## src/rtl/tx_sequencer_pkg.sv

```systemverilog
// Shared types, constants and preamble helpers for the backscatter reply sequencer.
package tx_sequencer_pkg;

  typedef enum logic [2:0] {
    ST_IDLE,
    ST_PRE,
    ST_DATA,
    ST_CRC,
    ST_EOS,
    ST_STOP,
    ST_DONE
  } tx_state_e;

  localparam logic [15:0] CRC_POLY           = 16'h1021;
  localparam logic [15:0] CRC_PRESET         = 16'hFFFF;
  localparam logic [4:0]  FM0_PILOT_LEN      = 5'd12;
  localparam logic [4:0]  MILLER_PILOT_LONG  = 5'd16;
  localparam logic [4:0]  MILLER_PILOT_SHORT = 5'd4;
  localparam logic [4:0]  PRE_BODY_LEN       = 5'd6;

  // Preamble bodies, leftmost bit is sent first.
  localparam logic [5:0]  FM0_PRE            = 6'b101001;
  localparam logic [5:0]  MILLER_PRE         = 6'b010111;

  // Number of leading '0' pilot bits for the given modulation.
  function automatic logic [4:0] pilot_len(input logic [1:0] m, input logic trext);
    if (m == 2'd0) return trext ? FM0_PILOT_LEN : 5'd0;
    return trext ? MILLER_PILOT_LONG : MILLER_PILOT_SHORT;
  endfunction

  // Preamble bit at position idx (pilot zeros first, then the body).
  function automatic logic pre_bit(input logic [1:0] m, input logic trext,
                                   input logic [4:0] idx);
    logic [4:0] pilot;
    logic [2:0] k;
    logic [5:0] pat;
    pilot = pilot_len(m, trext);
    k     = 3'(idx - pilot);
    pat   = (m == 2'd0) ? FM0_PRE : MILLER_PRE;
    if (idx < pilot) return 1'b0;
    return pat[3'd5 - k];
  endfunction

endpackage

```

## src/rtl/tx_sequencer_crc16.sv

```systemverilog
// Serial CRC-16/CCITT register, MSB first. Also usable as the rx command checker.
module crc16_serial
  import tx_sequencer_pkg::*;
(
  input  logic        clk,
  input  logic        reset,
  input  logic        preset_i,
  input  logic        en_i,
  input  logic        bit_i,
  output logic [15:0] crc_o
);

  logic [15:0] crc_q;
  logic        fb;

  assign fb = crc_q[15] ^ bit_i;

  // Preset on request, otherwise fold one bit per enabled cycle.
  always_ff @(posedge clk) begin
    if (reset || preset_i) crc_q <= CRC_PRESET;
    else if (en_i)         crc_q <= {crc_q[14:0], 1'b0} ^ (fb ? CRC_POLY : 16'h0000);
  end

  assign crc_o = crc_q;

endmodule

```

## src/rtl/tx_sequencer.sv

```systemverilog
// Backscatter reply sequencer: preamble, payload, CRC-16, dummy bit, graceful stop.
//
// state | meaning
// IDLE  | modulator held in reset, waiting for start
// PRE   | pilot zeros + FM0/Miller preamble body
// DATA  | payload bits from command logic, CRC accumulates
// CRC   | inverted CRC-16, MSB first
// EOS   | dummy '1'
// STOP  | stop requested, waiting for modulator done or timeout
// DONE  | one-cycle done pulse, back to IDLE
module tx_sequencer
  import tx_sequencer_pkg::*;
#(
  parameter int LEN_W        = 8,
  parameter int STOP_TIMEOUT = 1023
) (
  input  logic             clk,
  input  logic             reset,
  input  logic             start,
  input  logic [1:0]       m,
  input  logic             trext,
  input  logic             crc_en,
  input  logic [LEN_W-1:0] data_len,
  input  logic             data_bit,
  input  logic             data_valid,
  output logic             data_ack,
  input  logic             tx_bitinclk,
  input  logic             tx_done,
  output logic             tx_reset,
  output logic             tx_bitin,
  output logic             tx_violation,
  output logic             tx_stop,
  output logic             busy,
  output logic             done,
  output logic             error
);

  // Loaded on STOP entry and counted down; zero marks STOP_TIMEOUT cycles spent in STOP.
  localparam logic [9:0] TMR_LOAD = 10'(STOP_TIMEOUT - 1);

  tx_state_e        state_q;
  logic             bclk_q;
  logic [1:0]       m_q;
  logic             trext_q;
  logic             crc_en_q;
  logic [LEN_W-1:0] len_q;
  logic [4:0]       idx_q;
  logic [LEN_W-1:0] dcnt_q;
  logic [9:0]       tmr_q;
  logic             error_q;
  logic             data_ack_q;

  logic             adv;
  logic [4:0]       pre_last;
  logic             crc_preset;
  logic             crc_step;
  logic [15:0]      crc_w;

  assign adv      = tx_bitinclk & ~bclk_q;
  assign pre_last = pilot_len(m_q, trext_q) + PRE_BODY_LEN - 5'd1;

  assign crc_preset = (state_q == ST_IDLE) && start;
  assign crc_step   = (state_q == ST_DATA) && adv && data_valid;

  // The CRC register holds its final value during the CRC field; bits are picked by index.
  crc16_serial u_crc (
    .clk      (clk),
    .reset    (reset),
    .preset_i (crc_preset),
    .en_i     (crc_step),
    .bit_i    (data_bit),
    .crc_o    (crc_w)
  );

  // Sequencer FSM: field progression on bit-clock rising edges, stop timeout, sticky error.
  always_ff @(posedge clk) begin
    if (reset) begin
      state_q    <= ST_IDLE;
      bclk_q     <= 1'b0;
      m_q        <= 2'd0;
      trext_q    <= 1'b0;
      crc_en_q   <= 1'b0;
      len_q      <= '0;
      idx_q      <= 5'd0;
      dcnt_q     <= '0;
      tmr_q      <= 10'd0;
      error_q    <= 1'b0;
      data_ack_q <= 1'b0;
    end else begin
      bclk_q     <= tx_bitinclk;
      data_ack_q <= 1'b0;
      case (state_q)
        ST_IDLE: begin
          if (start) begin
            m_q      <= m;
            trext_q  <= trext;
            crc_en_q <= crc_en;
            len_q    <= data_len;
            error_q  <= 1'b0;
            idx_q    <= 5'd0;
            dcnt_q   <= '0;
            state_q  <= ST_PRE;
          end
        end
        ST_PRE: begin
          if (adv) begin
            if (idx_q == pre_last) begin
              idx_q <= 5'd0;
              if (len_q != '0)   state_q <= ST_DATA;
              else if (crc_en_q) state_q <= ST_CRC;
              else               state_q <= ST_EOS;
            end else begin
              idx_q <= idx_q + 5'd1;
            end
          end
        end
        ST_DATA: begin
          if (adv) begin
            if (data_valid) begin
              data_ack_q <= 1'b1;
              if (dcnt_q == len_q - 1'b1) state_q <= crc_en_q ? ST_CRC : ST_EOS;
              else                        dcnt_q  <= dcnt_q + 1'b1;
            end else begin
              error_q <= 1'b1;
              tmr_q   <= TMR_LOAD;
              state_q <= ST_STOP;
            end
          end
        end
        ST_CRC: begin
          if (adv) begin
            if (idx_q == 5'd15) begin
              idx_q   <= 5'd0;
              state_q <= ST_EOS;
            end else begin
              idx_q <= idx_q + 5'd1;
            end
          end
        end
        ST_EOS: begin
          if (adv) begin
            tmr_q   <= TMR_LOAD;
            state_q <= ST_STOP;
          end
        end
        ST_STOP: begin
          if (tx_done) begin
            state_q <= ST_DONE;
          end else if (tmr_q == 10'd0) begin
            error_q <= 1'b1;
            state_q <= ST_DONE;
          end else begin
            tmr_q <= tmr_q - 10'd1;
          end
        end
        ST_DONE: state_q <= ST_IDLE;
        default: state_q <= ST_IDLE;
      endcase
    end
  end

  // Bit presented to the modulator for the current field position.
  always_comb begin
    tx_bitin = 1'b0;
    case (state_q)
      ST_PRE:  tx_bitin = pre_bit(m_q, trext_q, idx_q);
      ST_DATA: tx_bitin = data_bit;
      ST_CRC:  tx_bitin = ~crc_w[~idx_q[3:0]];
      ST_EOS:  tx_bitin = 1'b1;
      default: tx_bitin = 1'b0;
    endcase
  end

  assign tx_violation = (state_q == ST_PRE) && (m_q == 2'd0) &&
                        (idx_q == pilot_len(m_q, trext_q) + 5'd4);
  assign tx_reset     = (state_q == ST_IDLE) || (state_q == ST_DONE);
  assign tx_stop      = (state_q == ST_STOP);
  assign busy         = (state_q != ST_IDLE);
  assign done         = (state_q == ST_DONE);
  assign error        = error_q;
  assign data_ack     = data_ack_q;

endmodule

```

## config.mk

```make
export PLATFORM = sky130hd
export DESIGN_NAME = tx_sequencer
export DESIGN_NICKNAME = d
export VERILOG_FILES = /design/src/rtl/tx_sequencer_pkg.sv /design/src/rtl/tx_sequencer_crc16.sv /design/src/rtl/tx_sequencer.sv
export SDC_FILE = /design/constraint.sdc
export NUM_CORES = 1
export LEC_CHECK = 0
export BUFFER_PORTS_ARGS = -buffer_cell sky130_fd_sc_hd__buf_4
export CORE_MARGIN = 4
export CORE_UTILIZATION = 64
export DETAILED_ROUTE_END_ITERATION = 12
export GPL_TIMING_DRIVEN = 0
export PLACE_DENSITY = 0.94
export SLEW_MARGIN = 10
export SYNTH_ARGS = -nofsm -noshare
export SYNTH_HDL_FRONTEND = slang
export SYNTH_SLANG_ARGS = --single-unit
```

## constraint.sdc

```tcl
create_clock -name clk -period 4.3 [get_ports clk]
set_input_delay 0.215 -clock clk [delete_from_list [all_inputs] [get_ports clk]]
set_output_delay 0.215 -clock clk [all_outputs]
set_load 0.01 [all_outputs]
```

---- Word-level counts from Yosys, hierarchy flattened ----
Index checks and enable logic that the tools add are counted.
cells by class
  equality and inequality tests ........... 25
  reduce and logical (&&, ||, !) cells .... 23
  muxes and demuxes ....................... 57
  bitwise operators ....................... 8
  add/subtract/negate cells ............... 9
  magnitude comparators ................... 3
operators by type and width
  cell                   number
  $mux 10                5
  $mux 5                 10
  $mux 3                 13
  $mux 8                 4
  $pmux 10 s3            1
  $ne 2x2->1 const B     12
  $pmux 3 s6             1
  $pmux 8 s2             1
  $xor 16x16->16         1
  $pmux 5 s3             1
  $mux 1                 14
  $mux 13                1
  $reduce_and 6->1       2
  $reduce_bool 3->1      4
  $add 5x3->5 const B    2
  $eq 5x5->1             2
  $logic_not 10->1       1
  $sub 10x1->10 const B  1
  $eq 3x3->1 const B     3
  $reduce_and 9->1       1
  $add 8x1->8 const B    1
  $eq 8x8->1             1
  $reduce_bool 8->1      1
  $sub 8x1->8 const B    1
  31 further kinds       41
word-level totals
  register bits ........................... 57
  output and inout bits ................... 8
  input bits .............................. 19
  logic and storage cells ................. 137

---- Logic depth before layout (Yosys ltp) ----
  depth after elaboration ................. 11
  depth in mapped cells ................... 11
  gate-level depth less buffers ........... 11

---- Cells and area by module ----
A second synthesis with hierarchy kept.
unflattened totals
  cells, all modules ...................... 389
  area, all modules ....................... 3,315.7 um^2
modules (own cells, without submodules)
  module        cells an instance  times used  area an instance (um^2)
  tx_sequencer  333                1           2,696.3
  crc16_serial  56                 1           619.3

---- Least setup slack after synthesis ----
OpenSTA, ideal clock, no wires.
  kind .................................... register -> register
  start ................................... reg m_q[0]
  end ..................................... reg state_q[2]
  required time ........................... 4.231 ns
  path buffers ............................ 0
  setup slack ............................. 1.742 ns
  stages on the path, launching flop included .. 12
  data arrival time ....................... 2.489 ns
  period minus slack after synthesis ...... 2.558 ns
  cells stage by stage .................... dfxtp_1 > nor2_1 > inv_1 > ha_1 > inv_1 > ha_1 > nor3_1 > nand2_1 > o21ai_4 > o2111ai_4 > or4b_1 > o21ai_1
on the way
  longest elaborated chain between the ends .. 8
ends and longest elaborated chain
  element                            RTL line                RTL
  start: declaration                 tx_sequencer.sv:43      logic [1:0] m_q;
  start signal: assignment           tx_sequencer.sv:95      m_q <= m;
  $logic_not 2->1                    tx_sequencer_pkg.sv:27  if (m == 2'd0) return trext ? FM0_PILOT_LEN : 5'd0;
  $mux 1                             tx_sequencer_pkg.sv:27
  $mux 5                             tx_sequencer_pkg.sv:28  return trext ? MILLER_PILOT_LONG : MILLER_PILOT_SHORT;
  $add 5x3->5                        tx_sequencer.sv:60      assign pre_last = pilot_len(m_q, trext_q) + PRE_BODY_LEN - 5'd1;
  $sub 5x1->5                        tx_sequencer.sv:60
  $eq 5x5->1                         tx_sequencer.sv:107     if (idx_q == pre_last) begin
  $ne 2x2->1 (no source line)        n/a
  $reduce_and 9->1 (no source line)  n/a
  end signal: assignment             tx_sequencer.sv:121     if (dcnt_q == len_q - 1'b1) state_q <= crc_en_q ? ST_CRC : ST_EOS;
  end: declaration                   tx_sequencer.sv:41      tx_state_e state_q;
No other way between the ends.
A chain may end at the register's enable or synchronous reset.

---- Final worst setup path ----
Ends and elaborated chain as after synthesis.

==> impl_metrics.py <==
metrics = {
    "layout": {
        "finalCoreUtilization_pct": 79.0,
        "final.fill_count": 321,
        "multi_input_area_mm2": 0.00199,
        "layout.area.seq_mm2": 0.00114,
        "nets": 485,
        "antennaDiodeCount": 0,
        "syn2layout_area_growth_pct": 16.5,
        "layout-drive-gt1-share_pct": 13.4,
    },
    "grt": {
        "grt_overflow": 0,
        "grt_max_degree": 11,
        "grt_pass1_wl_um": 13900,
        "grt_usage_pct": 28.5,
        "antenna_found_initial": 0,
        "grt_pass1_vias": 3043,
    },
    "die": {
        "die-width_um": 79.7,
        "core_region_area_mm2": 0.00485,
        "die_area_mm2": 0.00635,
        "io_pins": 27,
        "fp-row-count": 25,
        "die_h_um": 79.7,
        "start_util_pct": 67.9,
    },
    "detailed_routing": {
        "drc_errors": 0,
        "drt_wl_total_um": 8470,
        "ant_nets": 0,
        "first_pass_iters": 5,
        "viasPerCell": 6.13,
        "route.detailed.wl_per_inst_um": 16.2,
        "dr_total_vias": 3205,
        "drtIter0Drc": 253,
    },
    "sta": {
        "finalCriticalPeriod_ns": 3.04,
        "slew_viol_final": 0,
        "rsz0062_at_grt": "false",
        "setup_tns_ns": 0,
        "fin_worst_skew_ns": 0.00693,
        "setup_viol": 0,
        "worst_hold_slack_ns": 0.119,
        "maxSlewHeadroom_pct": 57.4,
        "min_period_over_period_pct": 70.6,
        "max_clock_freq_mhz": 329,
        "hold_violations": 0,
        "tightestPinTransition_ns": 0.636,
    },
    "cts": {
        "clkLatencyLatePin_ns": 0.35,
        "cts_tree": "yes",
        "cts.clk_slew.worst_paths_ns": 0.07,
        "cts_inserted_buffers": 9,
        "h-tree-depth": 3,
        "clkSinkCount": 57,
        "clk_path_buf_depth": 2,
        "hold_buffers": 0,
        "cts_setup_buffers": 0,
        "ctsResizeCount": 0,
        "root_buffer": "clkbuf_8",
    },
    "logic_synthesis": {
        "syn_nets": 448,
        "syn_area_per_cell_um2": 7.95,
        "synth_edf_count": 0,
        "ys.flop_type": "dfxtp_1",
        "synth_area_mm2": 0.00329,
        "ys_seq_area_share_pct": 34.7,
        "yosysWarnings": 0,
        "synth-seq-cells": 57,
        "ys_types": 58,
        "synthCells": 414,
        "ys_async_sr_fraction_pct": 0,
    },
    "setup_path": {
        "cp.arrival_ns": 3.32,
        "crit_fanout": 6,
        "crit_path_start_kind": "register",
        "slowest_stage": "or4b_1",
        "slowest_delay_ns": 0.54,
        "required_ns": 4.58,
        "critPathKind": "reg2reg",
        "crit_family": "simple AND/OR/NAND/NOR gates",
        "crit_buf_inv": 2,
        "critical_path.cell_chain": "nor2_1 > inv_1 > ha_1 > inv_1 > ha_1 > nor3_1 > nand2_1 > o21ai_4 > o2111ai_4 > or4b_1 > o21ai_1",
        "crit_path_end_kind": "register",
    },
    "place": {
        "port_buffers": 26,
        "place_congestion": 0.959,
        "hpwl_um": 5800,
    },
    "power_and_ir_drop": {
        "p_per_area_mw_per_mm2": 650,
        "p_leak_uw": 0.00155,
        "ir_drop_v": 0.000409,
    },
    "status": {
        "status": "complete, no violations",
    },
    "worst_hold_path": {
        "hp-class": "in2reg",
    },
    "flow_run": {
        "maxCapViolations": 0,
    },
}
cells in the mapped netlist (3+ instances only):
cell type  count  area (um2)
a211oi_1       5        37.5
a21oi_1       36         180
and3_1         3        18.8
clkbuf_1      19        71.3
dfxtp_1       57        1140
ha_1          15         188
inv_1         21        78.8
mux4_2         5         113
nand2_1       77         289
nand2b_1       5        31.3
nand3_1       24         120
nand3b_1       3        22.5
nor2_1        23        86.3
nor2b_1       13        81.3
nor3_1        14        70.1
nor3b_1        3        22.5
nor4_1         3        18.8
o211ai_1       3        22.5
o21ai_0        9        45.0
or3_1          5        31.3
xnor2_1       14         123
xor2_1        11        96.3
report_power, final:
part / internal, uW / total [uW] / switching, uW
Combinational: 452 / 1110 / 659
Sequential: 622 / 726 / 103
Clock: 432 / 654 / 222
Total: 1510 / 2490 / 984
worst min-delay path, stage by stage:
cell,delay [ns]
buf_4,0.11
nand2_1,0.04
a21oi_1,0.05
metrics by stage:
step	instance area (um2)	cells	total power (uW)	worst slack [ns]
4_1_cts	3830	523	2470	1.27
6_report	3830	523	2490	1.26
2_1_floorplan	3290	414	1530	1.74
5_1_grt	3830	523	2640	1.04
3_3_place_gp	3570	507	1750	1.51
3_5_place_dp	3570	507	1810	1.33
layout by cell type (no fill, tap or decap), types with 3 or more instances in the layout:
| master | count |
|---|---|
| xor2_1 | 11 |
| nor3b_1 | 3 |
| inv_1 | 21 |
| nand2_1 | 77 |
| xnor2_1 | 14 |
| dfxtp_1 | 57 |
| mux4_2 | 5 |
| buf_4 | 26 |
| clkbuf_1 | 19 |
| nor3_1 | 14 |
| nor2b_1 | 13 |
| nor4_1 | 3 |
| ha_1 | 15 |
| clkbuf_8 | 12 |
| nand3_1 | 24 |
| bufinv_16 | 3 |
| a21oi_1 | 36 |
| or3_1 | 5 |
| nand2b_1 | 5 |
| nor2_1 | 23 |
| a211oi_1 | 5 |
| o211ai_1 | 3 |
| o21ai_0 | 9 |
| nand3b_1 | 3 |
| and3_1 | 3 |
cell type report:
type | instances | share of cell area (%)
Clock inverter | 4 | 2.55
Tap cell | 67 | 2.19
Sequential cell | 57 | 29.8
Inverter | 22 | 2.19
Timing Repair Buffer | 26 | 5.09
Clock buffer | 12 | 4.31
Multi-Input combinational cell | 314 | 51.8
Buffer | 21 | 2.09
state kept, by name, summed over array words and instances, names as in the netlist, 2 cells and up:
name,cells
dcnt_q,8
state_q,3
tmr_q,10
idx_q,5
len_q,8
u_crc.crc_o,16
m_q,2
final timing paths:
kind / start / to / slack, ns / cells after the start
min: trext / trext_q / 0.12 / 3
max reg2reg: m_q[0] / state_q[2] / 1.26 / 11
min reg2reg: error / error / 0.46 / 2
max: m_q[0] / state_q[2] / 1.26 / 11
cells by family (layout without fill, tap and decap cells):
kind of cell / Yosys count / after routing / synth area share [%]
XOR/XNOR: 25 / 25 / 6.65
buffers and inverters: 43 / 85 / 4.98
AND/OR/NAND/NOR: 190 / 190 / 28.9
adder cells (fa/ha/maj): 15 / 15 / 5.70
flip-flops: 57 / 57 / 34.7
AO/OA/AOI/OAI: 78 / 78 / 15.4
multiplexers: 6 / 6 / 3.73
per-layer routing:
metal	vias up	share of wire (%)	wire, um	GRT usage (%)
met5	-	0	0	0
met4	0	3.1	264	15.6
met3	34	7.9	673	5.19
met2	183	49	4190	49.8
met1	1480	40	3350	32.5
li1	1508	-	-	-
(Power assumes the default switching activity.)
